$ cat src/rtl/border_flow_pkg.sv
// Shared types and constants for the chain-code encoder slice.
// Direction codes follow the Freeman order: E=0 counter-clockwise to SE=7 (y grows downward).
package border_flow_pkg;

    localparam int COORD_W = 7;
    localparam int PERIM_W = 8;
    localparam int AREA_W  = 12;

    localparam logic [2:0] CC_E  = 3'd0;
    localparam logic [2:0] CC_NE = 3'd1;
    localparam logic [2:0] CC_N  = 3'd2;
    localparam logic [2:0] CC_NW = 3'd3;
    localparam logic [2:0] CC_W  = 3'd4;
    localparam logic [2:0] CC_SW = 3'd5;
    localparam logic [2:0] CC_S  = 3'd6;
    localparam logic [2:0] CC_SE = 3'd7;

    typedef logic [2:0] state_t;

    localparam state_t S_IDLE  = 3'd0;
    localparam state_t S_FIRST = 3'd1;
    localparam state_t S_STEP  = 3'd2;
    localparam state_t S_CLOSE = 3'd3;
    localparam state_t S_DRAIN = 3'd4;
    localparam state_t S_DONE  = 3'd5;
    localparam state_t S_ERROR = 3'd6;

endpackage

$ cat src/rtl/chain_dir_lut.sv
// Maps a signed 8-bit step (dx,dy) to a Freeman code; only unit 8-neighbour steps are legal.
// Latency: combinational.
// Backpressure: none.
module chain_dir_lut
    import border_flow_pkg::*;
(
    input  logic [7:0] i_dx,
    input  logic [7:0] i_dy,
    output logic       o_legal,
    output logic [2:0] o_code
);

    localparam logic [7:0] P1 = 8'h01;
    localparam logic [7:0] Z0 = 8'h00;
    localparam logic [7:0] M1 = 8'hFF;

    always_comb begin
        o_legal = 1'b1;
        o_code  = CC_E;
        case ({i_dx, i_dy})
            {P1, Z0}: o_code = CC_E;
            {P1, M1}: o_code = CC_NE;
            {Z0, M1}: o_code = CC_N;
            {M1, M1}: o_code = CC_NW;
            {M1, Z0}: o_code = CC_W;
            {M1, P1}: o_code = CC_SW;
            {Z0, P1}: o_code = CC_S;
            {P1, P1}: o_code = CC_SE;
            default:  o_legal = 1'b0;
        endcase
    end

endmodule

$ cat src/rtl/chain_encoder.sv
// Freeman chain-code encoder: boundary pixels in, one code per step plus closing code; area via CHAIN_AREA_EN.
// Latency: code valid one cycle after pixel accept; closing code as soon as the code register frees.
// Backpressure: single code register; pix_ready is low while it is full and code_ready is low.
module chain_encoder
    import border_flow_pkg::*;
#(
    parameter int MAX_CODES = 255
)
(
    input  logic               clk,
    input  logic               reset,
    input  logic               start,
    input  logic               pix_valid,
    output logic               pix_ready,
    input  logic [COORD_W-1:0] pix_x,
    input  logic [COORD_W-1:0] pix_y,
    input  logic               pix_last,
    output logic               code_valid,
    input  logic               code_ready,
    output logic [7:0]         code,
    output logic [COORD_W-1:0] start_pixel_x,
    output logic [COORD_W-1:0] start_pixel_y,
    output logic [PERIM_W-1:0] perimeter,
    output logic [AREA_W-1:0]  area,
    output logic               done,
    output logic               error
);

    state_t             r_state;
    logic               r_code_vld;
    logic [2:0]         r_code;
    logic [COORD_W-1:0] r_spx, r_spy;
    logic [COORD_W-1:0] r_px, r_py;
    logic [PERIM_W-1:0] r_perim;
    logic               r_done, r_err;

    logic [COORD_W-1:0] w_new_x, w_new_y;
    logic [7:0]         w_dx, w_dy;
    logic               w_legal;
    logic [2:0]         w_lut_code;
    logic               w_pix_acc, w_reg_free, w_at_max, w_same;
    logic               w_load, w_fault;

    // The closing step reuses the same LUT, targeting the start pixel instead of the input.
    assign w_new_x = (r_state == S_CLOSE) ? r_spx : pix_x;
    assign w_new_y = (r_state == S_CLOSE) ? r_spy : pix_y;
    assign w_dx    = {1'b0, w_new_x} - {1'b0, r_px};
    assign w_dy    = {1'b0, w_new_y} - {1'b0, r_py};

    chain_dir_lut u_lut (
        .i_dx    (w_dx),
        .i_dy    (w_dy),
        .o_legal (w_legal),
        .o_code  (w_lut_code)
    );

    assign w_reg_free = !r_code_vld || code_ready;
    assign w_at_max   = ({1'b0, r_perim} >= (PERIM_W+1)'(MAX_CODES));
    assign w_same     = (r_px == r_spx) && (r_py == r_spy);

    always_comb begin
        pix_ready = 1'b0;
        case (r_state)
            S_FIRST: pix_ready = 1'b1;
            S_STEP:  pix_ready = w_reg_free;
            default: pix_ready = 1'b0;
        endcase
    end

    assign w_pix_acc = pix_valid && pix_ready;

    always_comb begin
        w_load  = 1'b0;
        w_fault = 1'b0;
        if (r_state == S_STEP && w_pix_acc) begin
            w_fault = !w_legal || w_at_max;
            w_load  = !w_fault;
        end else if (r_state == S_CLOSE && w_reg_free && !w_same) begin
            w_fault = !w_legal || w_at_max;
            w_load  = !w_fault;
        end
    end

    always_ff @(posedge clk or negedge reset) begin
        if (!reset) begin
            r_state    <= S_IDLE;
            r_code_vld <= 1'b0;
            r_code     <= 3'd0;
            r_spx      <= '0;
            r_spy      <= '0;
            r_px       <= '0;
            r_py       <= '0;
            r_perim    <= '0;
            r_done     <= 1'b0;
            r_err      <= 1'b0;
        end else begin
            if (r_code_vld && code_ready)
                r_code_vld <= 1'b0;
            if (w_load) begin
                r_code     <= w_lut_code;
                r_code_vld <= 1'b1;
                r_perim    <= r_perim + 1'b1;
            end
            case (r_state)
                S_IDLE: begin
                    if (start) begin
                        r_state <= S_FIRST;
                        r_perim <= '0;
                        r_done  <= 1'b0;
                        r_err   <= 1'b0;
                    end
                end
                S_FIRST: begin
                    if (w_pix_acc) begin
                        r_spx   <= pix_x;
                        r_spy   <= pix_y;
                        r_px    <= pix_x;
                        r_py    <= pix_y;
                        r_state <= pix_last ? S_DONE : S_STEP;
                    end
                end
                S_STEP: begin
                    if (w_fault) begin
                        r_state <= S_ERROR;
                    end else if (w_load) begin
                        r_px <= pix_x;
                        r_py <= pix_y;
                        if (pix_last)
                            r_state <= S_CLOSE;
                    end
                end
                S_CLOSE: begin
                    if (w_fault)
                        r_state <= S_ERROR;
                    else if (w_reg_free)
                        r_state <= S_DRAIN;
                end
                S_DRAIN: begin
                    if (!r_code_vld)
                        r_state <= S_DONE;
                end
                S_DONE: begin
                    r_done  <= 1'b1;
                    r_state <= S_IDLE;
                end
                S_ERROR: begin
                    r_err      <= 1'b1;
                    r_code_vld <= 1'b0;
                    r_state    <= S_IDLE;
                end
                default: r_state <= S_IDLE;
            endcase
        end
    end

`ifdef CHAIN_AREA_EN
    logic [15:0]       r_acc;
    logic [AREA_W-1:0] r_area;
    logic [15:0]       w_term, w_abs, w_half;
    logic [AREA_W-1:0] w_area_sat;

    // Shoelace term; 16-bit wrap gives the two's-complement signed difference.
    always_comb begin
        w_term     = ({9'd0, r_px} * {9'd0, w_new_y}) - ({9'd0, w_new_x} * {9'd0, r_py});
        w_abs      = r_acc[15] ? (16'd0 - r_acc) : r_acc;
        w_half     = {1'b0, w_abs[15:1]};
        w_area_sat = (w_half > 16'd4095) ? {AREA_W{1'b1}} : w_half[AREA_W-1:0];
    end

    always_ff @(posedge clk or negedge reset) begin
        if (!reset) begin
            r_acc  <= '0;
            r_area <= '0;
        end else if (r_state == S_IDLE && start) begin
            r_acc  <= '0;
            r_area <= '0;
        end else if (w_load) begin
            r_acc <= r_acc + w_term;
        end else if (r_state == S_DONE) begin
            r_area <= w_area_sat;
        end
    end

    assign area = r_area;
`else
    assign area = '0;
`endif

    assign code_valid    = r_code_vld;
    assign code          = {5'd0, r_code};
    assign start_pixel_x = r_spx;
    assign start_pixel_y = r_spy;
    assign perimeter     = r_perim;
    assign done          = r_done;
    assign error         = r_err;

endmodule

$ cat config.mk
export PLATFORM = sky130hd
export DESIGN_NAME = chain_encoder
export DESIGN_NICKNAME = d
export VERILOG_FILES = /design/src/rtl/border_flow_pkg.sv /design/src/rtl/chain_dir_lut.sv /design/src/rtl/chain_encoder.sv
export SDC_FILE = /design/constraint.sdc
export NUM_CORES = 1
export LEC_CHECK = 0
export BUFFER_PORTS_ARGS = -buffer_cell sky130_fd_sc_hd__buf_2
export CORE_MARGIN = 3
export CORE_UTILIZATION = 40
export CTS_CLUSTER_DIAMETER = 40
export DETAILED_ROUTE_END_ITERATION = 6
export HOLD_SLACK_MARGIN = 0.03
export SYNTH_ARGS = -nofsm -noshare
export SYNTH_HDL_FRONTEND = slang
export SYNTH_SLANG_ARGS = --single-unit
$ cat constraint.sdc
create_clock -name clk -period 4.4 [get_ports clk]
set_input_delay 0.22 -clock clk [delete_from_list [all_inputs] [get_ports clk]]
set_output_delay 0.22 -clock clk [all_outputs]
set_load 0.005 [all_outputs]
# Word level (Yosys, flattened, before mapping)
# Cells that the tools add are included.
dict set report op_classes {
  eq_ne 24
  order_cmp 1
  addsub 3
  n_reduce_logical 23
  muxes 36
}
# cell n
set op_table {}
lappend op_table {{$mux 7} 8}
lappend op_table {{$eq 16x16->1 const B} 3}
lappend op_table {{$eq 16x9->1 const B} 3}
lappend op_table {{$pmux 7 s2} 2}
lappend op_table {{$mux 3} 9}
lappend op_table {{$mux 8} 3}
lappend op_table {{$pmux 3 s7} 1}
lappend op_table {{$eq 16x1->1 const B} 1}
lappend op_table {{$eq 16x8->1 const B} 1}
lappend op_table {{$sub 7x7->8} 2}
lappend op_table {{$pmux 3 s5} 1}
lappend op_table {{$eq 7x7->1} 2}
lappend op_table {{$ne 2x2->1 const B} 5}
lappend op_table {{$eq 3x3->1 const B} 3}
lappend op_table {{$mux 1} 9}
lappend op_table {{$ne 3x3->1 const B} 3}
lappend op_table {{$add 8x1->8 const B} 1}
lappend op_table {{$ge 8x8->1 const B} 1}
lappend op_table {{$reduce_or 8->1} 1}
lappend op_table {{$eq 3x2->1 const B} 2}
lappend op_table {{$logic_and 1x1->1} 6}
lappend op_table {{$pmux 1 s2} 3}
lappend op_table {{$reduce_and 2->1} 3}
lappend op_table {{$reduce_and 6->1} 1}
lappend op_table {{7 further kinds} 13}
dict set report totals {
  in_bits 20
  output_inout_bits 46
  elab_cells 97
  register_bits 45
}

# Depth between registers and ports, before layout
# Gate-level depths: netlist of the first run.
dict set report depth {
  depth_word 14
  mapped_depth 16
  ltp_nobuf 14
}

# Modules after synthesis
# Synthesis of the first run repeated with hierarchy kept, for this count alone.
dict set report unflattened {
  cells_unflattened 315
  hier_area_um2 3206.8
}
# module cells_per_inst seq_area_each_um2 instances area_each_um2
set modules_own_cells {}
lappend modules_own_cells {chain_encoder 293 1126.1 1 3052.9}
lappend modules_own_cells {chain_dir_lut 22 0.0 1 153.9}

# Worst setup path before layout of the first run
# OpenSTA, ideal clock, no wires.
dict set report synth_path {
  path_type {register to register}
  startpoint {register r_state[1]}
  endpoint {register r_code[1]}
  setup_ps 125
  path_stages_with_launch 13
  period_less_slack_ps 3531
  path_slack_ps 869
  required_time_ps 4275
  n_path_buf 2
  arrival_time_ps 3406
  path_cell_list {dfrtp_1 buf_2 nand2_1 buf_1 mux2i_1 ha_1 fa_1 nand2b_1 a2111oi_2 a211oi_2 nor4_4 o2111a_1 mux2_2}
}
dict set report synth_between {
  elab_chain_len 11
}
# item line_no
set synth_rtl {}
lappend synth_rtl {{start: declaration} chain_encoder.sv:29} ;# state_t r_state;
lappend synth_rtl {{start signal: assignment} chain_encoder.sv:119} ;# r_state <= pix_last ? S_DONE : S_STEP;
lappend synth_rtl {{$eq 3x2->1} {chain_encoder.sv:45, chain_encoder.sv:46, chain_encoder.sv:78}}
lappend synth_rtl {{$mux 7, on equally long branches} {chain_encoder.sv:46, chain_encoder.sv:45}}
lappend synth_rtl {{$sub 7x7->8, on equally long branches} {chain_encoder.sv:48, chain_encoder.sv:47}}
lappend synth_rtl {{$eq 16x9->1, or another cell as far along} chain_dir_lut.sv:20} ;# case ({i_dx, i_dy})
lappend synth_rtl {{$reduce_or 8->1 (no source line)} n/a}
lappend synth_rtl {{$mux 1} chain_dir_lut.sv:20}
lappend synth_rtl {{$logic_not 1->1} {chain_encoder.sv:76, chain_encoder.sv:79}}
lappend synth_rtl {{$logic_or 1x1->1} {chain_encoder.sv:76, chain_encoder.sv:79}}
lappend synth_rtl {{$logic_not 1->1} {chain_encoder.sv:77, chain_encoder.sv:80}}
lappend synth_rtl {{$mux 1} chain_encoder.sv:78} ;# end else if (r_state == S_CLOSE && w_reg_free && !w_same) begin
lappend synth_rtl {{$mux 1} chain_encoder.sv:75} ;# if (r_state == S_STEP && w_pix_acc) begin
lappend synth_rtl {{end signal: assignment} chain_encoder.sv:100} ;# r_code <= w_lut_code;
lappend synth_rtl {{end: declaration} chain_encoder.sv:31} ;# logic [2:0] r_code;
# Several ways; a longest one is shown, not always the timed one.
# A chain may end at the register's enable or synchronous reset.

# Final worst setup path of the first run
# Ends and elaborated chain as after synthesis.

==> results of run 1 <==
-- layout make-up --
class                   instances  share of cell area (%)
multi-input cells             320                    56.6
repair buffers                 57                    7.66
inverters                      25                    2.33
well taps                     108                    3.36
clock buffers                   8                    1.99
flip-flops and latches         45                    28.0
-- cells in the final DEF (no fill, tap or decap), types with 4 or more instances in the layout --
cell / instances
buf_2: 48
dfrtp_1: 45
nand2_1: 37
a21oi_1: 31
mux2_2: 27
inv_1: 23
nor2_1: 20
nand4_1: 19
xnor2_1: 18
conb_1: 17
o211ai_1: 15
ha_1: 15
o21ai_0: 13
nand3_1: 12
a222oi_1: 9
buf_4: 9
a21o_1: 6
nor3_1: 6
nand2b_1: 5
nor2b_1: 5
a221oi_1: 5
clkbuf_8: 5
xor2_1: 4
and3_1: 4
-- worst max-delay path, cell delays in order, from the launching register on --
cell and delay [ps]:
dfrtp_1 480, nand2_1 500, buf_4 240, mux2_2 330, ha_1 390, o21ai_2 100
a2111oi_2 370, a211oi_2 130, nor4_4 430, o2111a_1 250, buf_4 180, mux2_2 340
-- state kept, by name, summed over array words and instances (netlist names) --
| name | cells |
|---|---|
| perimeter | 8 |
| error | 1 |
| r_py | 7 |
| start_pixel_y | 7 |
| r_state | 3 |
| r_code | 3 |
| code_valid | 1 |
| done | 1 |
| r_px | 7 |
| start_pixel_x | 7 |
-- metrics by stage --
stage	std cells	setup WS, ps	hold WS [ps]	util [%]	total power [mW]
finish	563	547	107	45.6	2.30
global placement	555	585	476	44.7	2.03
global route	563	312	190	45.6	2.52
detailed placement	555	533	481	44.7	2.05
CTS	563	517	150	45.6	2.32
floorplan	426	869	-75.6	-	1.68
-- how the worst max path moves through the flow --
stage / slack, ps / endpoint
2_1_floorplan: 870 / r_code[1]
3_3_place_gp: 590 / r_code[1]
3_5_place_dp: 530 / r_code[1]
4_1_cts: 520 / r_code[1]
5_1_grt: 310 / perimeter[2]
6_report: 550 / r_code[1]
-- routing by layer --
layer  part of all wire (%)  vias to the layer above  track usage, %
met1                     45                     1608            25.8
met4                    1.8                        0            5.32
li1                       -                     1575               -
met3                    6.4                       16            2.34
met5                      0                        -               0
met2                     47                      130            31.0
-- cell usage after synthesis (7+ instances only) --
| cell type | n |
|---|---|
| a21oi_1 | 31 |
| a222oi_1 | 9 |
| buf_4 | 18 |
| clkbuf_1 | 11 |
| dfrtp_1 | 45 |
| ha_1 | 15 |
| inv_1 | 23 |
| mux2_2 | 27 |
| nand2_1 | 37 |
| nand3_1 | 12 |
| nand4_1 | 19 |
| nor2_1 | 21 |
| nor3_1 | 7 |
| o211ai_1 | 15 |
| o21ai_0 | 13 |
| xnor2_1 | 18 |
-- kinds of logic after synthesis --
| family | count (synthesis) | share of synthesized area, % |
|---|---|---|
| adders and majority gates | 17 | 6.25 |
| muxes | 31 | 9.58 |
| xor gates and xnor gates | 22 | 5.29 |
| other | 1 | 0.103 |
| AOI/OAI and AO/OA | 105 | 21.0 |
| and+or+nand+nor | 128 | 18.3 |
| buffers and inverters | 61 | 8.51 |
| DFF | 45 | 30.9 |
-- report_power, final --
part           leakage [nW]  switching [mW]  internal [mW]
Sequential            0.525           0.149          0.537
Combinational          1.27           0.778          0.589
Clock                0.0395           0.138          0.113
Total                  1.84            1.07           1.24
==> results.cfg, run 1 <==
[outcome]
status = complete, no violations

[cts]
cts.path.max_buffers = 2
clock-sinks = 45
clk-insertion-delay-late_ps = 290
postCtsHoldBufs = 0
cts_inserted_buffers = 5
clk_pin_slew_ps = 90
cts_resized = 0
cts_tree = yes
cts_root_buf = clkbuf_8
cts.htree.levels = 2
cts_setup_buffers = 0

[synth]
ys_ff_latch = 45
ys_seq_area_share_pct = 30.9
yosys_most_used_dff = dfrtp_1
syn_inst = 410
mappedNetlistArea_um2 = 3640
synth_area_leaders = dfrtp_1 31%, mux2_2 8.3%, ha_1 5.1%, xnor2_1 4.3%, a21oi_1 4.3%
synth_top_area_share_pct = 30.9
yosys.area.top_type = dfrtp_1
yosysUniqueCellTypes = 62
avgSynthCellArea_um2 = 8.89
async_flop_share_pct = 100
synth-edff-count = 0
ys_warn_count = 0

[global_routing]
grt_pass1_wl_um = 15600
grtUsageTotal_pct = 18.8
grt_overflow = 0
grt_pass1_vias = 3150
grt_max_degree = 46
antenna_found_initial = 0

[power_and_ir_drop]
powerDensity_nw_per_um2 = 574
p_leak_nw = 1.84
vdd_drop_max_v = 0.000257

[routing]
wirelength_um = 9440
wl_per_cell_um = 16.8
drtIter0Drc = 205
antenna_left = 0
first_pass_iters = 7
vias = 3329
drc_errors = 0
via_per_inst = 5.91

[critical_path]
end_kind = register
worstPathRequired_ps = 4580
start_kind = register
cp-startpoint = r_state[1]
cp_max_fo = 12
reg2reg_slack_ps = 550
path_class = reg -> reg
rr_startpoint = r_state[1]
timing.rr.end = r_code[1]
reg2reg_depth = 11
crit_arrival_ps = 4030

[finish]
syn_to_final_growth_pct = 10.3
fill_cells = 859
n_antenna_cell = 0
fin_nets = 491
drive_above_1_share_pct = 22.4
seqCellArea_um2 = 1130
multi_input_area_um2 = 2280
final_cell_area_um2 = 4020

[sta]
setup_viol = 0
fin_worst_skew_ps = 10.4
hold_violations = 0
rsz0062_at_grt = false
tightest_slew_ps = 1050
drv_slew = 0
max_freq_ghz = 0.260
fin_crit_ps = 3850
finalCritPeriodShare_pct = 87.6
slew_headroom_pct = 29.8
setup_tns_ps = 0

[placed_design]
gp_congestion = 0.907
placedInstanceArea_um2 = 3940
hpwlAfterDp_um = 6900
portBuffers = 48

[job]
cap_violations = 0

[worst_hold_path]
hp-class = in -> async

[floorplan]
ios = 66
die_h_um = 101
die_area_um2 = 10300
rows = 34
die_x_um = 101
start_util_pct = 41.4
core_um2 = 8810
Note: power is estimated with default switching activity, not from simulation.
==> run 2, diff against run 1 <==
CORE_MARGIN = 2   (was 3)
==> run 2 against run 1 <==
  * Flip-flop and latch count stayed put
  * Sequential share of layout area shrank 0.13 points
  * Core utilization rose by 0.44 points
  * Clock-buffer cell count down 2
  * Maximum frequency shrank 1.4%
  * Total power is 1.7% higher
  * Critical path depth did not move
  * Register-to-register slack worse by 60 ps
  * Via count fell by 1.6%
  * Critical path type unchanged
  * Largest cell class unchanged
  * Largest power group unchanged
==> results.cfg, run 2 (same netlist as run 1, synthesis figures left out) <==
[worst_hold_path]
hp-class = in -> async

[floorplan]
die_x_um = 99.5
die_h_um = 99.5
rows = 34
die_area_um2 = 9890
ios = 66
start_util_pct = 41.6
core_um2 = 8760

[critical_path]
max_stage_delay_ps = 530
path_class = reg -> reg
rr_startpoint = r_state[1]
start_kind = register
timing.rr.end = r_code[1]
end_kind = register
reg2reg_depth = 11
cp_max_fo = 14
cp_slowest_cell = dfrtp_1
crit_arrival_ps = 4100
endpoint = r_code[1]
crit_path_cell_trace = nand2_1 > mux2i_1 > ha_1 > fa_1 > nand2b_1 > a2111oi_2 > a211oi_2 > nor4_4 > o2111a_1 > buf_4 > mux2_2
reg2reg_slack_ps = 490
worstPathRequired_ps = 4600
cp-startpoint = r_state[1]

[sta]
drv_slew = 0
setup_viol = 0
slew_headroom_pct = 29.5
max_freq_ghz = 0.256
fin_crit_ps = 3910
finalCritPeriodShare_pct = 88.8
tightest_slew_ps = 1060
holdWs_ps = 90.2
rsz0062_at_grt = false
hold_violations = 0
setup_slack_ps = 492
fin_worst_skew_ps = 10.3
setup_tns_ps = 0

[placed_design]
placedInstanceArea_um2 = 3940
dpl_worst_slack_ps = 524
hpwlAfterDp_um = 7010
gp_congestion = 0.855
portBuffers = 48

[global_routing]
grtUsageTotal_pct = 19.8
grt_overflow = 0
grt_pass1_wl_um = 15800
grt_pass1_vias = 3167
antenna_found_initial = 0
grt_max_degree = 46

[cts]
clock-sinks = 45
cts_tree = yes
cts_root_buf = clkbuf_8
cts.htree.levels = 2
cts.path.max_buffers = 2
clk-insertion-delay-late_ps = 310
cts_inserted_buffers = 5
postCtsHoldBufs = 0
cts_setup_buffers = 0
cts_resized = 0
clk_pin_slew_ps = 100

[finish]
layout_commonest_cell = buf_2
largest_reg_flops = 8
drive_above_1_share_pct = 23.1
n_antenna_cell = 0
final_cell_mix = 48 x buf_2, 45 x dfrtp_1, 37 x nand2_1, 31 x a21oi_1, 27 x mux2_2
syn_to_final_growth_pct = 10.8
final_cell_area_um2 = 4040
fin_nets = 491
fill_cells = 857

[power_and_ir_drop]
total_power_mw = 2.34
powerDensity_nw_per_um2 = 580
p_leak_nw = 1.85
vdd_drop_max_v = 0.000280

[outcome]
status = complete, no violations

[routing]
drtIter0Drc = 195
wirelength_um = 9480
via_per_inst = 5.82
drc_errors = 0
first_pass_iters = 5
vias = 3277
antenna_left = 0
wl_per_cell_um = 16.8

[job]
cap_violations = 0
run 2: worst min path at each step:
stage	cells after the start	endpoint
6_report	1	start_pixel_x[4]
4_1_cts	1	start_pixel_x[6]
3_3_place_gp	1	start_pixel_x[6]
2_1_floorplan	0	code_valid
5_1_grt	1	start_pixel_x[4]
3_5_place_dp	1	start_pixel_x[4]
run 2: final cells by class:
type / instances / area [um^2] / share of cell area, %
Multi-Input combinational cell: 320 / 2280 / 56.4
Sequential cell: 45 / 1130 / 27.9
Timing Repair Buffer: 57 / 308 / 7.62
Tap cell: 108 / 135 / 3.35
Inverter: 25 / 93.8 / 2.32
Clock buffer: 6 / 82.6 / 2.05
Clock inverter: 2 / 16.3 / 0.403
run 2: where the power goes:
group          total [mW]  internal, mW  switching (mW)
combinational        1.36         0.590           0.765
clock               0.293         0.130           0.163
sequential          0.695         0.536           0.159
total                2.34          1.26            1.09
run 2: metrics by stage:
| step | utilization (%) | std cells |
|---|---|---|
| floorplan | - | 426 |
| global placement | 44.9 | 555 |
| detailed placement | 44.9 | 555 |
| CTS | 46.1 | 563 |
| global route | 46.1 | 563 |
| finish | 46.1 | 563 |
run 2: worst max-delay path, delay by kind of cell, from the launching register on:
family	cells	cell delay [ps]
flip-flops	1	530
buffers and inverters	1	180
multiplexers	2	590
adder cells (fa/ha/maj)	2	640
AND/OR/NAND/NOR	3	1140
AO/OA/AOI/OAI	3	730
run 2: layer usage:
metal	track usage, %	share of wire, %	vias to the layer above
li1	-	-	1573
met1	25.8	44	1575
met2	34.0	49	119
met3	2.46	5.6	10
met4	6.43	1.5	0
met5	0	0	-
==> run 3, diff against run 2 <==
MAX_ROUTING_LAYER = met4   (was unset)
SETUP_SLACK_MARGIN = 0.02   (was unset)
==> run 3 against run 2 <==
  * Flip-flop and latch count did not move
  * Worst setup slack better by 1.3 ps
  * Non-clock buffer count unchanged
  * Total power is essentially flat
  * Via count about the same
  * Critical path depth stayed put
  * Maximum frequency is essentially flat
  * Clock power about the same
  * Sequential share of layout area is the same
  * Combinational power is essentially flat
  * Clock skew barely moved
  * Highest routed layer unchanged
  * Sequential power about the same
==> results.cfg, run 3 (same netlist as run 1, synthesis figures left out) <==
[global_routing]
grt_max_degree = 46
antenna_found_initial = 0
grt_pass1_wl_um = 15800
grt_pass1_vias = 3172
grtUsageTotal_pct = 20.3
grt_overflow = 0

[floorplan]
die_h_um = 99.5
rows = 34
die_area_um2 = 9890
die_x_um = 99.5
start_util_pct = 41.6
core_um2 = 8760
ios = 66

[finish]
layout_commonest_cell = buf_2
fin_nets = 491
stdcell_count = 563
drive_above_1_share_pct = 23.1
syn_to_final_growth_pct = 10.8
final_cell_mix = 48 x buf_2, 45 x dfrtp_1, 37 x nand2_1, 31 x a21oi_1, 27 x mux2_2
n_antenna_cell = 0
largest_reg_flops = 8

[power_and_ir_drop]
vdd_drop_max_v = 0.000279
p_leak_nw = 1.85
powerDensity_nw_per_um2 = 580

[cts]
cts.htree.levels = 2
cts_inserted_buffers = 5
postCtsHoldBufs = 0
cts_root_buf = clkbuf_8
cts.path.max_buffers = 2
cts_resized = 0
clk_pin_slew_ps = 100
clk-insertion-delay-late_ps = 310
cts_setup_buffers = 0
cts_tree = yes
clock-sinks = 45

[outcome]
status = complete, no violations

[sta]
max_freq_ghz = 0.256
fin_worst_skew_ps = 10.3
setup_tns_ps = 0
rsz0062_at_grt = false
setup_viol = 0
finalCritPeriodShare_pct = 88.8
hold_violations = 0
tightest_slew_ps = 1060
slew_headroom_pct = 29.3
fin_crit_ps = 3910
drv_slew = 0

[placed_design]
portBuffers = 48
gp_congestion = 0.868
dp_cells = 555
hpwlAfterDp_um = 7010

[routing]
antenna_left = 0
wl_per_cell_um = 16.9
wirelength_um = 9490
vias = 3275
first_pass_iters = 5
via_per_inst = 5.82
drtIter0Drc = 213
drc_errors = 0

[job]
cap_violations = 0

[critical_path]
cp_max_fo = 14
start_kind = register
worstPathRequired_ps = 4600
crit_arrival_ps = 4100
end_kind = register
cp_slowest_cell = dfrtp_1
path_class = reg -> reg
critical_path.top_delay_family = simple AND/OR/NAND/NOR gates
crit_path_cell_trace = nand2_1 > mux2i_1 > ha_1 > fa_1 > nand2b_1 > a2111oi_2 > a211oi_2 > nor4_4 > o2111a_1 > buf_4 > mux2_2
reg2reg_slack_ps = 490
cp_num_buf_inv = 1
max_stage_delay_ps = 530
reg2reg_depth = 11
rr_startpoint = r_state[1]
timing.rr.end = r_code[1]

[worst_hold_path]
hp-class = in -> async
-- run 3: cell counts in the layout (fill, tap and decap cells not counted) --
No cell type changed its count.
-- run 3: per-stage QoR --
step           worst slack (ps)  area, um^2  power (mW)  hold slack [ps]  util, %
6_report                    494        4040        2.34             91.8     46.1
3_3_place_gp                643        3940        2.01              466     44.9
5_1_grt                     186        4040        2.55              176     46.1
4_1_cts                     518        4040        2.36              125     46.1
2_1_floorplan               869        3700        1.68            -75.6        -
3_5_place_dp                524        3940        2.05              468     44.9
-- run 3: worst max-delay path by stage --
stage               start   endpoint  slack [ps]  cells past startpoint
4_1_cts        r_state[1]  r_code[1]         520                     11
3_3_place_gp   r_state[1]  r_code[1]         640                     12
6_report       r_state[1]  r_code[1]         490                     11
3_5_place_dp   r_state[1]  r_code[1]         520                     11
5_1_grt        r_state[0]  r_code[1]         190                     14
2_1_floorplan  r_state[1]  r_code[1]         870                     12
-- run 3: where the power goes --
part           internal, mW  switching, mW  leakage [nW]
combinational         0.590          0.764          1.27
clock                 0.130          0.163        0.0478
sequential            0.537          0.159         0.525
-- run 3: layout make-up --
class,count,area (um^2)
Clock buffer,6,82.6
Tap cell,108,135
Inverter,25,93.8
Fill cell,857,4730
Timing Repair Buffer,57,308
Sequential cell,45,1130
Clock inverter,2,16.3
Multi-Input combinational cell,320,2280
-- run 3: layer usage --
metal | vias to the layer above | share of wire, % | global-route usage (%)
li1 | 1572 | - | -
met1 | 1595 | 44 | 25.9
met2 | 98 | 49 | 34.0
met3 | 10 | 4.7 | 2.53
met4 | 0 | 1.5 | 6.11
met5 | - | 0 | -
